--- src/rtl/dds_sweep_ctrl.sv ---
// dds_sweep_ctrl: DDS tuning-word sequencer with manual/sweep/hold modes, debounced
// front-panel buttons and a registered waveform-select output mux.
module dds_sweep_ctrl #(
  parameter int TW_W    = 8,
  parameter int DWELL_W = 16,
  parameter int DEB_CNT = 1000
) (
  input  logic               clk,
  input  logic               rst,
  input  logic               sample_tick,
  input  logic               btn_mode,
  input  logic               btn_wave,
  input  logic [TW_W-1:0]    manual_tw,
  input  logic [TW_W-1:0]    tw_lo,
  input  logic [TW_W-1:0]    tw_hi,
  input  logic [TW_W-1:0]    step,
  input  logic [DWELL_W-1:0] dwell,
  input  logic [TW_W-1:0]    data_sin,
  input  logic [TW_W-1:0]    data_squ,
  input  logic [TW_W-1:0]    data_tri,
  input  logic [TW_W-1:0]    data_saw,
  output logic [TW_W-1:0]    tw_out,
  output logic [1:0]         wave_sel,
  output logic [1:0]         mode,
  output logic [TW_W-1:0]    wave_out,
  output logic               sweep_wrap,
  output logic               cfg_err
);
  localparam int CW = $clog2(DEB_CNT + 1);
  localparam logic [CW-1:0] DEB_LAST = CW'(DEB_CNT - 1);
  typedef enum logic [1:0] {MANUAL, SWEEP_UP, SWEEP_TRI, HOLD} mode_t;
  logic [1:0]         btn, s1_q, s2_q, acc_q, press_q;
  logic [CW-1:0]      cnt_q [2];
  mode_t              mode_q, mode_d;
  logic [TW_W-1:0]    tw_q, wave_q, sample;
  logic [1:0]         wsel_q;
  logic               dir_q, wrap_q, err_q, in_sweep, to_sweep, bad;
  logic [DWELL_W-1:0] dwell_cnt_q, dw_last;
  logic [TW_W:0]      up_sum, lo_sum;
  assign btn = {btn_wave, btn_mode};
  // Bit 0 is the mode button, bit 1 the wave button; the counter restarts whenever
  // the synchronised level is about to change, so only a level held DEB_CNT cycles is accepted.
  always_ff @(posedge clk or negedge rst)
    if (!rst) begin
      s1_q    <= '0;
      s2_q    <= '0;
      acc_q   <= '0;
      press_q <= '0;
      cnt_q   <= '{default: '0};
    end else begin
      s1_q <= btn;
      s2_q <= s1_q;
      for (int b = 0; b < 2; b++) begin
        cnt_q[b]   <= (s1_q[b] != s2_q[b]) ? '0 : (cnt_q[b] == DEB_LAST) ? cnt_q[b] : cnt_q[b] + 1'b1;
        acc_q[b]   <= (s1_q[b] == s2_q[b] && cnt_q[b] == DEB_LAST) ? s2_q[b] : acc_q[b];
        press_q[b] <= s1_q[b] == s2_q[b] && cnt_q[b] == DEB_LAST && s2_q[b] && !acc_q[b];
      end
    end
  assign mode_d   = press_q[0] ? mode_t'(mode_q + 2'd1) : mode_q;
  assign in_sweep = mode_q == SWEEP_UP || mode_q == SWEEP_TRI;
  assign to_sweep = mode_d == SWEEP_UP || mode_d == SWEEP_TRI;
  assign bad      = tw_lo > tw_hi;
  assign dw_last  = (dwell == '0) ? '0 : dwell - 1'b1;
  assign up_sum   = {1'b0, tw_q} + {1'b0, step};
  assign lo_sum   = {1'b0, tw_lo} + {1'b0, step};
  assign sample   = wsel_q[1] ? (wsel_q[0] ? data_saw : data_tri) : (wsel_q[0] ? data_squ : data_sin);
  // A mode press pre-empts any step evaluated in the same cycle.
  always_ff @(posedge clk or negedge rst)
    if (!rst) begin
      mode_q      <= MANUAL;
      tw_q        <= '0;
      wsel_q      <= '0;
      wave_q      <= '0;
      dir_q       <= 1'b0;
      dwell_cnt_q <= '0;
      wrap_q      <= 1'b0;
      err_q       <= 1'b0;
    end else begin
      mode_q <= mode_d;
      wsel_q <= wsel_q + {1'b0, press_q[1]};
      wave_q <= sample;
      err_q  <= to_sweep && bad;
      wrap_q <= 1'b0;
      if (press_q[0]) begin
        if (to_sweep) begin
          tw_q        <= tw_lo;
          dir_q       <= 1'b0;
          dwell_cnt_q <= '0;
        end
      end else if (mode_q == MANUAL) begin
        tw_q <= manual_tw;
      end else if (in_sweep && bad) begin
        tw_q        <= tw_lo;
        dwell_cnt_q <= '0;
      end else if (in_sweep && sample_tick) begin
        if (dwell_cnt_q < dw_last) begin
          dwell_cnt_q <= dwell_cnt_q + 1'b1;
        end else begin
          dwell_cnt_q <= '0;
          if (step != '0) begin
            if (mode_q == SWEEP_UP) begin
              if (up_sum > {1'b0, tw_hi}) begin
                tw_q   <= tw_lo;
                wrap_q <= 1'b1;
              end else tw_q <= up_sum[TW_W-1:0];
            end else if (!dir_q) begin
              if (up_sum >= {1'b0, tw_hi}) begin
                tw_q  <= tw_hi;
                dir_q <= 1'b1;
              end else tw_q <= up_sum[TW_W-1:0];
            end else if ({1'b0, tw_q} < lo_sum) begin
              tw_q   <= tw_lo;
              dir_q  <= 1'b0;
              wrap_q <= 1'b1;
            end else tw_q <= tw_q - step;
          end
        end
      end
    end
  assign tw_out     = tw_q;
  assign wave_sel   = wsel_q;
  assign mode       = mode_q;
  assign wave_out   = wave_q;
  assign sweep_wrap = wrap_q;
  assign cfg_err    = err_q;
endmodule

--- config.mk ---
export PLATFORM = sky130hd
export DESIGN_NAME = dds_sweep_ctrl
export DESIGN_NICKNAME = d
export VERILOG_FILES = /design/src/rtl/dds_sweep_ctrl.sv
export SDC_FILE = /design/constraint.sdc
export NUM_CORES = 1
export LEC_CHECK = 0
export CAP_MARGIN = 20
export CORE_MARGIN = 5
export CORE_UTILIZATION = 59
export CTS_CLUSTER_SIZE = 16
export DETAILED_ROUTE_END_ITERATION = 16
export DONT_BUFFER_PORTS = 1
export PLACE_DENSITY = 0.78
export SYNTH_ARGS = -nofsm -noshare
export SYNTH_HDL_FRONTEND = slang
export SYNTH_SLANG_ARGS = --single-unit
--- constraint.sdc ---
create_clock -name clk -period 3.54 [get_ports clk]
set_input_delay 0.885 -clock clk [delete_from_list [all_inputs] [get_ports clk]]
set_output_delay 0.885 -clock clk [all_outputs]
set_load 0.01 [all_outputs]
* Word-level counts from Yosys, hierarchy flattened
Index checks and enable logic that the tools add are counted.
** Word-level totals
- Input port bits :: 85
- Register bits after elaboration :: 67
** Operators by class
- Reduce and logical (&&, ||, !) cells :: 24
- $add $sub $neg :: 9
- Magnitude comparators :: 5
- Eq/ne operators :: 18
- Multiplexer cells :: 48
** Operators with widths (number)
- 8-bit 2-to-1 mux :: 15
- 16-bit 2-to-1 mux :: 7
- 10-bit 2-to-1 mux :: 4
- 1-bit 2-to-1 mux :: 21
- 10-bit by 1-bit adder with 10-bit output (second input constant) :: 2
- 10-bit equality test (second input constant) :: 2
- 8-bit by 8-bit adder with 9-bit output :: 2
- 16-bit by 1-bit adder with 16-bit output (second input constant) :: 1
- 16-bit logical NOT :: 1
- 16-bit < comparator :: 1
- 16-bit by 1-bit subtractor with 16-bit output (second input constant) :: 1
- 2-bit != test (second input constant) :: 6
- 9-bit by 8-bit >= comparator with 1-bit output :: 1
- 9-bit by 8-bit greater-than comparator with 1-bit output :: 1
- 1-bit logical AND :: 9
- 8-bit by 9-bit < comparator with 1-bit output :: 1
- 8-bit greater-than comparator :: 1
- 4-bit nonzero test :: 2
- 8-bit nonzero test :: 1
- 8-bit subtractor :: 1
- 7-bit AND reduction :: 1
- 2-bit by 1-bit equality test with 1-bit output (second input constant) :: 2
- 2-bit equality test (second input constant) :: 2
- 4-bit != test (second input constant) :: 1
- 13 further kinds :: 18

* Logic depth before layout (Yosys ltp)
- Depth after elaboration :: 11
- Depth in mapped cells :: 18
- Gate-level depth less buffers :: 16

* Least setup slack after synthesis
Ideal clock, no wire load.
- Path kind :: input to register
- From :: input dwell[4]
- To :: register dwell_cnt_q[10]
- Buffers on the path :: 3
- Arrival time :: 4345 ps
- Stages :: 16
- Data required time :: 3474 ps
- Path slack :: -871 ps
- Cell sequence :: or3_4 or3_1 or3_2 clkbuf_1 clkbuf_1 nand2_1 ha_1 a21oi_1 nand2_1 a21oi_1 o211ai_1 or3_2 nor2_1 and2_1 clkbuf_1 a22o_1
** On the way
- Cells in the longest elaborated chain, start to end :: 8
- Elaborated cells between the ends (all ways) :: 9
- Those cells by class :: 1 x add/sub; 1 x order compare; 6 x mux; 1 x reduce/logical
** RTL lines
- start, declared :: RTL line 17 : input logic [DWELL_W-1:0] dwell,
- 16-bit by 1-bit subtractor with 16-bit output or 16-bit logical NOT (tied branches) :: RTL line 63 : assign dw_last = (dwell == '0) ? '0 : dwell - 1'b1;
- 16-bit 2-to-1 mux (*) :: RTL line 63
- 16-bit < comparator (*) :: RTL line 96 : if (dwell_cnt_q < dw_last) begin
- 16-bit 2-to-1 mux (*) :: RTL line 96
- 16-bit 2-to-1 mux (*) :: RTL line 95 : end else if (in_sweep && sample_tick) begin
- 16-bit 2-to-1 mux (*) :: RTL line 92 : end else if (in_sweep && bad) begin
- 16-bit 2-to-1 mux (*) :: RTL line 90 : end else if (mode_q == MANUAL) begin
- 16-bit 2-to-1 mux (*) :: RTL line 84 : if (press_q[0]) begin
- end signal, assigned :: RTL line 97 : dwell_cnt_q <= dwell_cnt_q + 1'b1;
- end, declared :: RTL line 38 : logic [DWELL_W-1:0] dwell_cnt_q, dw_last;
Mark *: on every way between the ends. The rest lies on a longest branch, timed or not. The select of a mux whose other input is x is not followed.
A chain may end at the register's enable or synchronous reset.

* Final worst setup path
- From :: input dwell[4]
- To :: register dwell_cnt_q[6]
Same word-level chain as after synthesis.

==> results.ini <==
[global_routing]
grt.total_usage_pct = 27.7
grt_max_degree = 68
grt_first_pass_wirelength_um = 26200
grt_pass1_vias = 5412
grt_antenna_before_repair = 0
grt-ovfl-total = 0

[pwr]
clockPowerShare_pct = 29.4
vdd_drop_max_mv = 0.359
swShare_pct = 31.9
power_switching_uw = 728
power_density_nw_per_um2 = 323
seqPwrFrac_pct = 36.1
internal_power_uw = 1560
pwr-share-comb_pct = 34.5
total_leakage_power_uw = 0.00328

[synth]
syn_area_sq_um = 5830
synth_top_area_share_pct = 28.8
synth_seq_cells = 67
yosysSeqAreaShare_pct = 28.8
synth_fa_ha_area_share_pct = 15.9
synth_cell_types = 68
yosysMostFrequentCell = ha_1
synth-compound-area-share_pct = 17.8
synth.area.mux_share_pct = 6.21
ys_warn_count = 0
syn_inst = 661
synthXorXnorAreaFrac_pct = 6.92
synth_top_family_by_area = simple AND/OR/NAND/NOR gates
synth_area_per_cell_sq_um = 8.81
synthSimpleGateAreaFrac_pct = 20.6
ys_top_cells_by_area = dfrtp_1, ha_1, xor2_1
synth_common_cells = ha_1, dfrtp_1, nor2_1
async_flop_share_pct = 100
synth_edf_count = 0
synth_area_leader_cell = dfrtp_1
syn-num-nets = 818
synthFlopType = dfrtp_1

[layout]
fillers = 679
drive_gt1_share_pct = 22.1
diodes = 0
fin_nets = 886
fin_util_pct = 72.9
final_area_sq_um = 7060
instances_no_fill = 867
areaGrowthSynthToFinish_pct = 21.2

[placement]
gp_congestion = 0.952
post_dp_cell_area_sq_um = 6530
port_buffers = 0
dp_hpwl_um = 12800
dp.cells = 839

[worst_setup_path]
cp.buffers_inverters = 3
critPathSlowestCell = or3_4
crit_type = in -> reg
start_kind = primary input
cp_common_cell = or3_4
crit_arrival_ns = 4.21
timing.critical_path.cells = or3_4, buf_4, or3_4, or3_4, buf_4, nand2_1, ha_1, a21o_1, o21ai_1, o211ai_1, buf_4, or3_4, nand2b_4, o21ai_1, a22o_1
r2r-start = tw_out[3]
cp_slowest_stage_delay_ns = 0.39
ff2ff_setup_slack_ns = -0.11
crit_fanout = 7
timing.rr.end = tw_out[0]
worst_ep_required_time_ns = 3.83
critPathTopFamily = simple AND/OR/NAND/NOR gates
reg2reg_depth = 16
path_depth = 15
endpoint_kind = flop

[detailed_routing]
wl_per_cell_um = 19.1
wirelength_um = 16600
ant_nets = 0
vias = 5416
viasPerCell = 6.25
remaining_drc_errors = 0
drt_iter0_drc = 442
first_pass_iters = 5

[hold_path]
worstHoldPathType = in -> async

[run_status]
violations = setup timing
outcome = finished with violations

[timing]
fin_worst_skew_ns = 0.0124
relSlewSlack_pct = 48.9
post-route-min-period_ns = 3.92
setup_viol = 26
slew_violations = 0
period_share_pct = 111
hold_violations = 0
worstMarginPinSlew_ns = 0.764
rsz0062_at_grt = yes
fmax_mhz = 255
fin_ws_ns = -0.384

[floorplan]
core_area_sq_um = 9680
ios = 107
initial_core_util_pct = 60.2
rows = 36
die_w_um = 109
die_area_sq_um = 12000
die_y_um = 109

[clock_tree]
cts_root_buffer = clkbuf_8
cts_buffers = 9
cts_tree = done
clock_latency_ns = 0.35
clkSinkCount = 67
htreeDepth = 3
max-clock-path-buffers = 2
path_clk_slew_ns = 0.08

[job]
cap_viol_max_count = 0

## cells in the final DEF, fill, tap and decap left out, drive strengths merged, types with 20 or more instances in the layout
master	synthesis	layout
dfrtp	67	67
nand3	20	20
nor3	21	21
xor2	30	30
o21ai	41	41
inv	36	36
ha	69	69
buf	3	71
nand2	53	53
a21oi	39	39
nor2	64	64
## registers in the layout, indices dropped and copies added (netlist names)
register and count:
acc_q 2, cfg_err 1, cnt_q 20, dir_q 1, dwell_cnt_q 16, mode 2
press_q 2, s1_q 2, s2_q 2, sweep_wrap 1, tw_out 8, wave_out 8
wave_sel 2
## how the worst max path moves through the flow
| stage | from | end | slack, ns |
|---|---|---|---|
| floorplan | dwell[4] | dir_q | -0.56 |
| global placement | step[1] | tw_out[0] | -0.70 |
| detailed placement | step[1] | tw_out[0] | -0.80 |
| CTS | dwell[4] | tw_out[4] | -0.31 |
| global route | dwell[4] | tw_out[3] | -0.56 |
| finish | dwell[4] | dwell_cnt_q[6] | -0.38 |
## final cells by class
| cell class | instances | area, sq um | share of cell area (%) |
|---|---|---|---|
| Clock inverter | 3 | 45.0 | 0.638 |
| Clock buffer | 13 | 169 | 2.39 |
| Tap cell | 133 | 166 | 2.36 |
| Sequential cell | 67 | 1680 | 23.7 |
| Inverter | 36 | 138 | 1.95 |
| Multi-Input combinational cell | 543 | 4290 | 60.7 |
| Timing Repair Buffer | 72 | 582 | 8.24 |
## metrics by stage
step / worst slack (ns) / total power, uW / setup TNS (ns) / hold slack [ns]
after floorplan: -0.557 / 1320 / -10.09 / 0.416
after global placement: -0.699 / 1520 / -15.38 / 0.428
after detailed placement: -0.800 / 1550 / -17.29 / 0.453
after CTS: -0.315 / 2240 / -5.92 / 0.218
after global routing: -0.558 / 2400 / -13.33 / 0.214
final: -0.384 / 2280 / -8.51 / 0.223
## cells by family (layout without fill, tap and decap cells)
family,count (synthesis),count (layout)
and+or+nand+nor,241,244
AOI/OAI and AO/OA,155,155
adders and majority gates,72,72
DFF,67,67
buffers and inverters,54,124
xor gates and xnor gates,46,46
muxes,26,26
## power groups by stage
stage | clock network, uW | logic [uW] | registers, uW
6_report | 673 | 787 | 825
5_1_grt | 709 | 864 | 828
4_1_cts | 677 | 739 | 824
3_5_place_dp | 0 | 712 | 838
3_3_place_gp | 0 | 683 | 836
2_1_floorplan | 0 | 482 | 835
## metal layers
| metal | GRT usage (%) | wire, um | part of all wire (%) | vias up |
|---|---|---|---|---|
| li1 | - | - | - | 2541 |
| met1 | 35.5 | 6790 | 41 | 2611 |
| met2 | 45.4 | 7920 | 48 | 210 |
| met3 | 6.58 | 1260 | 7.6 | 54 |
| met4 | 11.0 | 597 | 3.6 | 0 |
| met5 | 0 | 0 | 0 | - |
## what timing repair did
item                       CTS  global route
gates cloned                 3             1
setup buffers                4             4
pin swaps                    5            20
setup endpoints to repair   26            26
gates resized for setup     21            36
hold buffers                 0             0
(Power assumes the default switching activity.)
